<file path="config.mk">
export PLATFORM = sky130hd
export DESIGN_NAME = task_scheduler
export DESIGN_NICKNAME = d
export VERILOG_FILES = /design/src/rtl/task_scheduler.sv
export SDC_FILE = /design/constraint.sdc
export NUM_CORES = 1
export LEC_CHECK = 0
export CORE_MARGIN = 2
export CORE_UTILIZATION = 66
export CTS_BUF_LIST = sky130_fd_sc_hd__clkbuf_16
export CTS_CLUSTER_DIAMETER = 100
export DETAILED_ROUTE_END_ITERATION = 6
export PLACE_DENSITY = 0.86
export SLEW_MARGIN = 20
export SYNTH_ARGS = -nofsm -noshare
export SYNTH_HDL_FRONTEND = slang
export SYNTH_SLANG_ARGS = --single-unit
export TNS_END_PERCENT = 50
</file>
<file path="constraint.sdc">
create_clock -name clk -period 13 [get_ports clk]
set_input_delay 2.6 -clock clk [delete_from_list [all_inputs] [get_ports clk]]
set_output_delay 2.6 -clock clk [all_outputs]
set_load 0.01 [all_outputs]
</file>
<file path="src/rtl/task_scheduler.sv">
// Single-CPU task scheduler: FCFS, Round-Robin or non-preemptive SJF chosen by POLICY.
// Define SCHED_OVERFLOW_EN to add a sticky overflow output flagging arrivals dropped on a full queue.
module task_scheduler #(
    parameter int POLICY  = 0,
    parameter int DEPTH   = 8,
    parameter int QUANTUM = 2
) (
    input  logic        clk,
    input  logic        rst,
    input  logic        st,
    input  logic        inputtask,
    input  logic [19:0] task_in,
`ifdef SCHED_OVERFLOW_EN
    output logic        overflow,
`endif
    output logic        empty,
    output logic [15:0] task_out
);

    localparam bit IS_RR  = (POLICY == 1);
    localparam bit IS_SJF = (POLICY == 2);
    localparam int CW     = $clog2(DEPTH + 1);
    localparam int XN     = DEPTH + 2;
    localparam int XW     = $clog2(XN + 1);

    typedef struct packed {
        logic [15:0] id;
        logic [3:0]  len;
    } entry_t;

    logic          started;
    logic          cur_valid;
    logic [15:0]   cur_id;
    logic [3:0]    cur_rem;
    logic [3:0]    cur_slice;
    entry_t        q [DEPTH];
    logic [CW-1:0] q_cnt;

    logic          free;
    logic          preempt;
    logic          arr_req;
    logic          arr_ok;
    logic          do_disp;
    int            occ;
    logic [3:0]    n_rem;
    logic [3:0]    n_slice;
    entry_t        ext [XN];
    logic [XW-1:0] ext_cnt;
    logic [XW-1:0] win;
    entry_t        n_q [DEPTH];
    logic [CW-1:0] n_cnt;
    logic          n_valid;
    logic [15:0]   n_id;
    logic [3:0]    n_cur_rem;
    logic [3:0]    n_cur_slice;
`ifdef SCHED_OVERFLOW_EN
    logic          drop;
`endif

    // The queue is built as an extended list (old entries, arrival, requeue),
    // the winner is removed and the rest compacted back into DEPTH slots.
    always_comb begin
        // NOTE: every combinational output gets a default first so no path infers a latch.
        free    = !cur_valid;
        preempt = 1'b0;
        n_rem   = cur_rem;
        n_slice = cur_slice;
        if (cur_valid) begin
            if (cur_rem == 4'd1) begin
                free = 1'b1;
            end else begin
                n_rem   = cur_rem - 4'd1;
                n_slice = cur_slice + 4'd1;
                if (IS_RR && int'(n_slice) == QUANTUM) begin
                    preempt = 1'b1;
                    free    = 1'b1;
                end
            end
        end

        arr_req = inputtask && (task_in[19:16] != 4'd0);
        occ     = int'(q_cnt) + 1 + int'(preempt) - int'(free);
        arr_ok  = arr_req && (occ <= DEPTH);
`ifdef SCHED_OVERFLOW_EN
        drop    = arr_req && !arr_ok;
`endif

        for (int i = 0; i < XN; i++) ext[i] = '0;
        for (int i = 0; i < DEPTH; i++) ext[i] = q[i];
        ext_cnt = XW'(q_cnt);
        if (arr_ok) begin
            ext[ext_cnt] = '{id: task_in[15:0], len: task_in[19:16]};
            ext_cnt      = ext_cnt + 1'b1;
        end
        if (preempt) begin
            ext[ext_cnt] = '{id: cur_id, len: n_rem};
            ext_cnt      = ext_cnt + 1'b1;
        end

        // Strict less-than keeps the earliest arrival on equal lengths.
        win = '0;
        if (IS_SJF) begin
            for (int i = 1; i < XN; i++) begin
                if (i < int'(ext_cnt) && ext[i].len < ext[win].len) win = XW'(i);
            end
        end

        do_disp = free && (ext_cnt != '0);
        for (int i = 0; i < DEPTH; i++) begin
            n_q[i] = (do_disp && i >= int'(win)) ? ext[i+1] : ext[i];
        end
        n_cnt = CW'(ext_cnt - XW'(do_disp));

        if (!free) begin
            n_valid     = 1'b1;
            n_id        = cur_id;
            n_cur_rem   = n_rem;
            n_cur_slice = n_slice;
        end else if (do_disp) begin
            n_valid     = 1'b1;
            n_id        = ext[win].id;
            n_cur_rem   = ext[win].len;
            n_cur_slice = 4'd0;
        end else begin
            n_valid     = 1'b0;
            n_id        = 16'd0;
            n_cur_rem   = 4'd0;
            n_cur_slice = 4'd0;
        end
    end

    // NOTE: sequential state uses non-blocking assignments so every register samples pre-edge values.
    always_ff @(posedge clk or posedge rst) begin
        if (rst) begin
            started   <= 1'b0;
            cur_valid <= 1'b0;
            cur_id    <= 16'd0;
            cur_rem   <= 4'd0;
            cur_slice <= 4'd0;
            q_cnt     <= '0;
            task_out  <= 16'd0;
            empty     <= 1'b1;
`ifdef SCHED_OVERFLOW_EN
            overflow  <= 1'b0;
`endif
        end else if (st) begin
            started   <= 1'b1;
            cur_valid <= 1'b0;
            q_cnt     <= '0;
            task_out  <= 16'd0;
            empty     <= 1'b1;
`ifdef SCHED_OVERFLOW_EN
            overflow  <= 1'b0;
`endif
        end else if (started) begin
            cur_valid <= n_valid;
            cur_id    <= n_id;
            cur_rem   <= n_cur_rem;
            cur_slice <= n_cur_slice;
            q_cnt     <= n_cnt;
            task_out  <= n_valid ? n_id : 16'd0;
            empty     <= !(n_valid || n_cnt != '0);
`ifdef SCHED_OVERFLOW_EN
            overflow  <= overflow | drop;
`endif
        end
    end

    // NOTE: queue storage has no reset; q_cnt alone decides which slots hold live entries.
    always_ff @(posedge clk) begin
        if (started && !st) q <= n_q;
    end

endmodule

</file>
======== Word level (Yosys, flattened, before mapping) ========
Cells that the tools add are included.
word-level totals
  word-level logic and storage cells ...... 83
  input port bits ......................... 24
  output and inout bits ................... 17
  bits in registers ....................... 203
operators by class
  reductions and logical operators ........ 16
  bitwise gates (word level) .............. 2
  multiplexer cells ....................... 32
  $add $sub $neg .......................... 5
  equal/unequal tests ..................... 2
  $lt $le $gt $ge ......................... 3
operators by type and width
  cell                 count
  $bwmux 200           1
  $mux 200             1
  $mux 20              9
  $demux 20 s4         1
  $mux 16              5
  $mux 4               7
  $reduce_bool 4->1    3
  $mux 1               8
  $le 6x5->1 const B   1
  $sub 5x1->6          1
  $add 4x1->5 const B  1
  $ge 5x5->1 const B   1
  $logic_and 1x1->1    5
  $lt 5x1->1 const B   1
  $not 4->5            1
  $add 4x1->4 const B  1
  $eq 4x1->1 const B   1
  $reduce_and 4->1     1
  $reduce_bool 2->1    2
  $sub 4x1->4          1
  $sub 4x1->4 const B  1
  $logic_not 1->1      3
  $ne 2x2->1 const B   1
  $reduce_and 2->1     1
  2 further kinds      2

======== Depth between registers and ports, before layout ========
Gate-level depths: netlist of the first run.
  word-level depth ........................ 15
  mapped depth ............................ 25
  mapped depth without buffers ............ 21

======== Worst setup path after synthesis of the first run ========
OpenSTA, ideal clock, no wires.
  path kind ............................... input to register
  start point ............................. input port st
  end point ............................... register cur_id[0]
  cell stages on the path ................. 6
  buffers on the path ..................... 2
  required time ........................... 12.904 ns
  setup slack ............................. 5.599 ns
  data arrival time ....................... 7.305 ns
  library setup time ...................... 0.096 ns
  cell sequence ........................... clkbuf_1 > nand2b_1 > inv_1 > nand2_1 > clkbuf_1 > o31ai_1
between the ends
  word-level cells in the longest chain between the ends .. 2
RTL lines
  what                               line  source
  start, declared                    10    input logic st,
  $not 1->1 (no source line)         n/a
  $reduce_and 2->1 (no source line)  n/a
  end signal, assigned               157   cur_id <= n_id;
  end, declared                      33    logic [15:0] cur_id;
Every way passes these cells.
A chain may end at the register's enable or synchronous reset.

==> run metrics, run 1 <==
Initial Utilization 67.5%; maximum vdd ir drop 0.206 mV; setup TNS 0 ns; global-route usage over all layers 33.9%; Placement Rows 47; max-cap viol count 0; compound-gate portion of the synthesized area 27.1%; core occupancy in the finished layout 73.9%; CTS root buffer sky130_fd_sc_hd__clkbuf_16; area delta synth->final 9.51%; basic-gate share of the synthesized area counting and, or, nand and nor cells 8.92%; CTS tree yes; dominant combinational cell family by area after synthesis compound AO/OA/AOI/OAI gates; number of buffers added by the clock tree synthesis step 22; via density per instance 7.37; maximum operating frequency 148 MHz; leak pwr 4.64 nW; via count 9,058; kind of capture point of the worst setup path flip-flop; Seq/Total Area, Yosys 52.8%; DRC Markers 0; main flop type after synthesis sky130_fd_sc_hd__edfxtp_1; routed length per instance 24.6 um; floorplan die area 17,900 um2; Distinct cells, synth 68; share of layout cells above drive strength 1 9.02%; total power per unit cell area 306 nW/um2; Setup violations, final 0; flop and latch count out of synthesis 203; clock tree sinks 203; maximum count of clock buffers along a single path 3; portion of synthesized cell area occupied by the leading cell type 43.1%; HPWL after DPL 17,000 um; first-pass GRT wire length 48,100 um; kind of critical path in -> reg; total iterations of the first detailed-routing run 6; share of synthesized registers carrying an async set or reset 21.2%; worst-path fanout max 71; post-CTS clock slew at the launch and capture registers of the worst setup and hold paths 0.06 ns; final wirelength 30,300 um; boundary pin count 41; number of I/O port buffers 40; Clock Latency Late Sink 0.53 ns; number of antenna violations at the first check in global routing 0; standard cell core area 16,500 um2; Hold/Removal Path Class reg -> reg; Slew Viols, Final 0; mean instance size in the synthesized netlist 10.9 um2; pin count of the biggest net entering global routing 90; worst-case headroom to the max-slew limit 19.8%; Mapped Cells 1,019; global placer's final weighted congestion 0.902; status completed; number of nets in the layout 1,033; synthesized net count 1,059; final setup skew 0.0125 ns; XOR/XNOR share of the synthesized area 0.707%; horizontal extent of the die 134 um; fin crit share 52.0%; number of enable-type register cells in the synthesized netlist 160; count of final hold-check violations 0; largest cells by area after synthesis sky130_fd_sc_hd__edfxtp_1, sky130_fd_sc_hd__dfrtp_1, sky130_fd_sc_hd__o21ai_0, sky130_fd_sc_hd__a2bb2oi_1, sky130_fd_sc_hd__a221oi_1; number of hold buffers added after cts 0; Yosys Warn Count 0; Die Y 134 um; Worst EP arrival 7.03 ns; setup bufs post-CTS 0; time the final worst path needs with I/O delays and setup 6.76 ns; startpoint class of the critical path input port; portion of netlist area occupied by mux cells 3.40%; level count of the clock H-tree 1; most numerous cell in the Yosys netlist sky130_fd_sc_hd__edfxtp_1; leading area contributor after synthesis sky130_fd_sc_hd__edfxtp_1; slew at the pin with the worst max-slew slack 1.20 ns; drt initial violations 1,463; top cells by instance count after synthesis sky130_fd_sc_hd__edfxtp_1, sky130_fd_sc_hd__o21ai_0, sky130_fd_sc_hd__nand2_1, sky130_fd_sc_hd__clkbuf_1, sky130_fd_sc_hd__a2bb2oi_1; number of global-route vias before repair 8,745; share of synthesized cell area in full adder, half adder and majority cells 1.80%; number of gates resized after cts 0; final antenna-violating net count 0; unrepaired setup endpoints after global routing no; n_diodes 0; Req. time, crit path 13.27 ns; grt ovf 0; Syn Std Cell Area 11,100 um2
## layout make-up
type	count	area [um2]
Multi-Input combinational cell	674	4740
Sequential cell	203	5880
Clock buffer	22	551
Timing Repair Buffer	57	528
Fill cell	1130	4320
Clock inverter	18	97.6
Inverter	35	136
Tap cell	220	275
## through the flow
stage / total power [mW] / hold WS, ns / setup slack (ns) / cell area [um2] / instances
finish: 3.74 / 0.479 / 6.24 / 12200 / 1229
global route: 3.95 / 0.503 / 6.02 / 12200 / 1229
CTS: 3.68 / 0.479 / 6.33 / 12200 / 1229
detailed placement: 3.08 / 0.466 / 5.85 / 11600 / 1189
global placement: 3.00 / 0.454 / 6.03 / 11600 / 1189
floorplan: 2.65 / 0.442 / 5.60 / 11100 / 1019
## sequential cells by signal, summed over array words and instances, names as in the netlist
| register | flops |
|---|---|
| q_cnt | 4 |
| cur_id | 16 |
| started | 1 |
| cur_rem | 4 |
| q | 160 |
| cur_valid | 1 |
| empty | 1 |
| task_out | 16 |
## final timing paths
| path | depth (start not counted) | end | startpoint | slack [ns] |
|---|---|---|---|---|
| worst max-delay path | 11 | q[12] | task_in[19] | 6.24 |
| worst min-delay path | 2 | cur_id[5] | cur_id[5] | 0.48 |
| max in group asynchronous | 3 | empty | rst | 10.12 |
| min in group asynchronous | 3 | q_cnt[3] | rst | 2.52 |
| worst max register to register | 19 | q[12] | cur_rem[1] | 7.33 |
| worst min register to register | 2 | cur_id[5] | cur_id[5] | 0.48 |
## kinds of logic after synthesis
group / Yosys count
compound gates: 406
xor+xnor: 9
fa+ha+maj: 16
buf+inv: 142
flops: 203
mux: 37
simple gates: 206
## critical path, cell delays in order
cell,delay [ns]
sky130_fd_sc_hd__clkdlybuf4s50_1,0.76
sky130_fd_sc_hd__or4_4,0.24
sky130_fd_sc_hd__o211ai_2,0.09
sky130_fd_sc_hd__nor2_1,0.63
sky130_fd_sc_hd__mux2i_2,0.47
sky130_fd_sc_hd__o21ai_4,0.10
sky130_fd_sc_hd__inv_2,0.59
sky130_fd_sc_hd__buf_4,0.70
sky130_fd_sc_hd__nor2_1,0.28
sky130_fd_sc_hd__buf_4,0.28
sky130_fd_sc_hd__a22o_1,0.26
## report_power, final
group / internal, mW / switching (mW) / total, mW
Sequential: 1.19 / 0.169 / 1.36
Combinational: 0.747 / 1.05 / 1.80
Clock: 0.310 / 0.265 / 0.574
Total: 2.25 / 1.49 / 3.74
## cell usage in the layout, fill, tap and decap left out, types with 22 or more instances in the layout
| cell type | instances |
|---|---|
| sky130_fd_sc_hd__edfxtp_1 | 160 |
| sky130_fd_sc_hd__o21ai_0 | 104 |
| sky130_fd_sc_hd__nand2_1 | 64 |
| sky130_fd_sc_hd__a2bb2oi_1 | 59 |
| sky130_fd_sc_hd__a221oi_1 | 58 |
| sky130_fd_sc_hd__nor2_1 | 50 |
| sky130_fd_sc_hd__a21oi_1 | 46 |
| sky130_fd_sc_hd__dfrtp_1 | 42 |
| sky130_fd_sc_hd__clkdlybuf4s50_1 | 40 |
| sky130_fd_sc_hd__mux2i_1 | 35 |
| sky130_fd_sc_hd__inv_1 | 33 |
| sky130_fd_sc_hd__nor3_1 | 26 |
| sky130_fd_sc_hd__clkbuf_16 | 22 |
## per-layer routing
| metal | share of wire [%] | wire [um] | vias up | track usage, % |
|---|---|---|---|---|
| li1 | - | - | 3952 | - |
| met1 | 39 | 11900 | 4345 | 47.3 |
| met2 | 45 | 13500 | 657 | 51.1 |
| met3 | 13 | 3810 | 104 | 8.65 |
| met4 | 3.7 | 1120 | 0 | 13.7 |
| met5 | 0 | 0 | - | 0 |
No activity file was read; power rests on OpenSTA's default activity.
==> run 2, diff against run 1 <==
--- a/config.mk
+++ b/config.mk
@@ -6,11 +6,11 @@
 export NUM_CORES = 1
 export LEC_CHECK = 0
 export CORE_MARGIN = 2
-export CORE_UTILIZATION = 66
+export CORE_UTILIZATION = 56
 export CTS_BUF_LIST = sky130_fd_sc_hd__clkbuf_16
 export CTS_CLUSTER_DIAMETER = 100
 export DETAILED_ROUTE_END_ITERATION = 6
-export PLACE_DENSITY = 0.86
+export PLACE_DENSITY = 0.78
 export SLEW_MARGIN = 20
 export SYNTH_ARGS = -nofsm -noshare
 export SYNTH_HDL_FRONTEND = slang
==> constraint.sdc (replaced) <==
create_clock -name clk -period 6.1 [get_ports clk]
set_input_delay 1.22 -clock clk [delete_from_list [all_inputs] [get_ports clk]]
set_output_delay 1.22 -clock clk [all_outputs]
set_load 0.01 [all_outputs]
==> run metrics, run 2 (synthesis gave the netlist of run 1 again) <==
final wirelength 29,600 um (was 30,300 um); number of cells on the worst reg-to-reg path 17 (was 19); Slew Viols, Final 0 (unchanged); multi-input combinational cell area 4730 um2 (was 4740 um2); final antenna-violating net count 0 (unchanged); n_diodes 0 (unchanged); level count of the clock H-tree 1 (unchanged); total met2 wirelength after detailed routing 13,300 um (was 13,500 um); highest-count cells in the layout ignoring fill and taps sky130_fd_sc_hd__edfxtp_1, sky130_fd_sc_hd__o21ai_0, sky130_fd_sc_hd__nand2_1 (unchanged); registers with the most flip-flops q x160, cur_id x16, task_out x16 (unchanged); startpoint class of the critical path flip-flop (was input port); kind of capture point of the worst setup path flip-flop (unchanged); number of buffers and inverters on the critical path 5 (was 4); maximum vdd ir drop 0.359 mV (was 0.206 mV); Worst EP arrival 5.32 ns (was 7.03 ns); area delta synth->final 11.1% (was 9.51%); unrepaired setup endpoints after global routing no (unchanged); critical path cell sequence inv_1 -> ha_1 -> inv_1 -> o31ai_4 -> inv_2 -> ha_1 -> ha_1 -> inv_1 -> ha_1 -> nor3b_1 -> o211ai_2 -> nor2_1 -> mux2i_2 -> o21ai_4 -> buf_4 -> nor2_1 -> a221o_1 (was clkdlybuf4s50_1 -> or4_4 -> o211ai_2 -> nor2_1 -> mux2i_2 -> o21ai_4 -> inv_2 -> buf_4 -> nor2_1 -> buf_4 -> a22o_1); Hold/Removal Path Class reg -> reg (unchanged); maximum operating frequency 198 MHz; smallest setup slack after layout 1.04 ns (was 6.24 ns); post-CTS clock slew at the launch and capture registers of the worst setup and hold paths 0.06 ns (about the same); worst hold start cur_id[11] (was cur_id[5]); status completed (unchanged); floorplan die area 21,100 um2 (was 17,900 um2); total power per unit cell area 642 nW/um2 (was 306 nW/um2); detailed route wirelength on metal3 2970 um (was 3810 um); number of nets in the layout 1,039 (was 1,033); standard cell core area 19,500 um2 (was 16,500 um2); final setup skew 0.0172 ns (was 0.0125 ns); Req. time, crit path 6.36 ns (was 13.27 ns); via count 8,770 (was 9,058); total iterations of the first detailed-routing run 6 (unchanged); minimum setup slack after placement 0.939 ns (was 5.85 ns); setup TNS 0 ns (unchanged); met1 wire length 12,600 um (was 11,900 um); number of buffers added by the clock tree synthesis step 23 (was 22); FILL cells 1,570 (was 1,130); CTS root buffer sky130_fd_sc_hd__clkbuf_16 (unchanged); time the final worst path needs with I/O delays and setup 5.06 ns; clock tree sinks 203 (unchanged); count of placed standard cells in the final layout, fillers left out 1,281 (was 1,229); launching point of the worst reg2reg path cur_rem[1] (unchanged); fin crit share 83.0%; Crit path largest cell delay 0.74 ns (was 0.76 ns); Worst Hold Path Cells 2 (unchanged); Clock Latency Late Sink 0.52 ns (was 0.53 ns); worst-path fanout max 89 (was 71); global-route usage over all layers 27.7% (was 33.9%); kind of critical path reg -> reg (was in -> reg); Slowest cell on crit path sky130_fd_sc_hd__buf_4 (was sky130_fd_sc_hd__clkdlybuf4s50_1); Max Used Layer met4 (unchanged); Placement Rows 51 (was 47); global placer's final weighted congestion 0.936 (was 0.902); number of I/O port buffers 40 (unchanged); via density per instance 6.85 (was 7.37); Initial Utilization 57.1% (was 67.5%); slew at the pin with the worst max-slew slack 1.21 ns (was 1.20 ns); HPWL after DPL 17,900 um (was 17,000 um); maximum count of clock buffers along a single path 3 (unchanged); pin count of the biggest net entering global routing 146 (was 90); register with the most flip-flops q (unchanged); worst-case headroom to the max-slew limit 19.6% (was 19.8%); Reg2Reg Capture Point q[153] (was q[12]); r2r setup slk 1.04 ns (was 7.33 ns); number of antenna violations at the first check in global routing 0 (unchanged); number of hold buffers added after cts 0 (unchanged); boundary pin count 41 (unchanged); number of flip-flops under the largest register name 160 (unchanged); drt initial violations 1,300 (was 1,463); grt ovf 0 (unchanged); max-cap viol count 0 (unchanged); core occupancy in the finished layout 63.4% (was 73.9%); horizontal extent of the die 145 um (was 134 um); number of cells after detailed placement 1,238 (was 1,189); cell family with most CP delay simple AND/OR/NAND/NOR gates (was buffers and inverters); number of gates resized after cts 0 (unchanged); CTS tree yes (unchanged); DRC Markers 0 (unchanged); Sequential cell area 5880 um2 (unchanged); Hold Path End cur_id[11] (was cur_id[5]); Setup violations, final 0 (unchanged); Pwr Total 7.95 mW (was 3.74 mW); number of global-route vias before repair 8,393 (was 8,745); leak pwr 4.70 nW (was 4.64 nW); first-pass GRT wire length 47,200 um (was 48,100 um); routed length per instance 23.1 um (was 24.6 um); setup bufs post-CTS 0 (unchanged); most frequent standard cell in the layout excluding fill and tap cells sky130_fd_sc_hd__edfxtp_1 (unchanged); count of final hold-check violations 0 (unchanged); Die Y 145 um (was 134 um); most used cell, CP sky130_fd_sc_hd__ha_1; share of layout cells above drive strength 1 10.1% (was 9.02%)
run 2: changes by cell type in the layout (fill, tap and decap cells not counted), moves of 2 or more:
cell,change
sky130_fd_sc_hd__clkinv_1,-2
sky130_fd_sc_hd__inv_1,-3
sky130_fd_sc_hd__buf_8,+2
sky130_fd_sc_hd__inv_4,+4
sky130_fd_sc_hd__buf_4,+2
run 2: worst max-delay path by stage:
| stage | startpoint | end | slack (ns) | cells past startpoint |
|---|---|---|---|---|
| after detailed placement | task_in[19] | q[153] | 0.94 | 9 |
| final | cur_rem[1] | q[153] | 1.04 | 17 |
| after global placement | task_in[19] | q[152] | 0.98 | 9 |
| after floorplan | st | cur_id[0] | 0.08 | 6 |
| after CTS | cur_rem[1] | q[153] | 1.14 | 17 |
| after global routing | cur_rem[1] | q[153] | 0.77 | 17 |
run 2: per-layer routing:
metal,GRT usage (%),up-vias
met2,42.5,471
met1,40.5,4288
li1,-,3957
met5,0,-
met4,8.19,0
met3,5.16,54
run 2: layout make-up:
class / instances / area share, %
clock buffers: 23 / 4.65
clock inverters: 19 / 1.08
inverters: 35 / 1.10
multi-input cells: 674 / 38.2
flip-flops and latches: 203 / 47.5
well taps: 265 / 2.68
repair buffers: 62 / 4.79
run 2: worst reg2reg max path, delay by kind of cell, from the launching register on:
kind | cells | cell delay, ns
AND/OR/NAND/NOR | 3 | 1.43
AO/OA/AOI/OAI | 4 | 1.11
buffers and inverters | 5 | 1.01
adder cells (fa/ha/maj) | 4 | 0.62
flip-flops | 1 | 0.38
multiplexers | 1 | 0.24
run 2: power breakdown:
group / leakage, nW / internal [mW] / switching (mW)
Combinational: 2.22 / 1.60 / 2.13
Clock: 0.360 / 0.738 / 0.586
Sequential: 2.12 / 2.54 / 0.353
run 2: metrics by stage:
step	hold slack, ns	instance area, um2
after floorplan	0.442	11100
after global placement	0.454	11600
after detailed placement	0.463	11700
after CTS	0.477	12400
after global routing	0.502	12400
final	0.474	12400
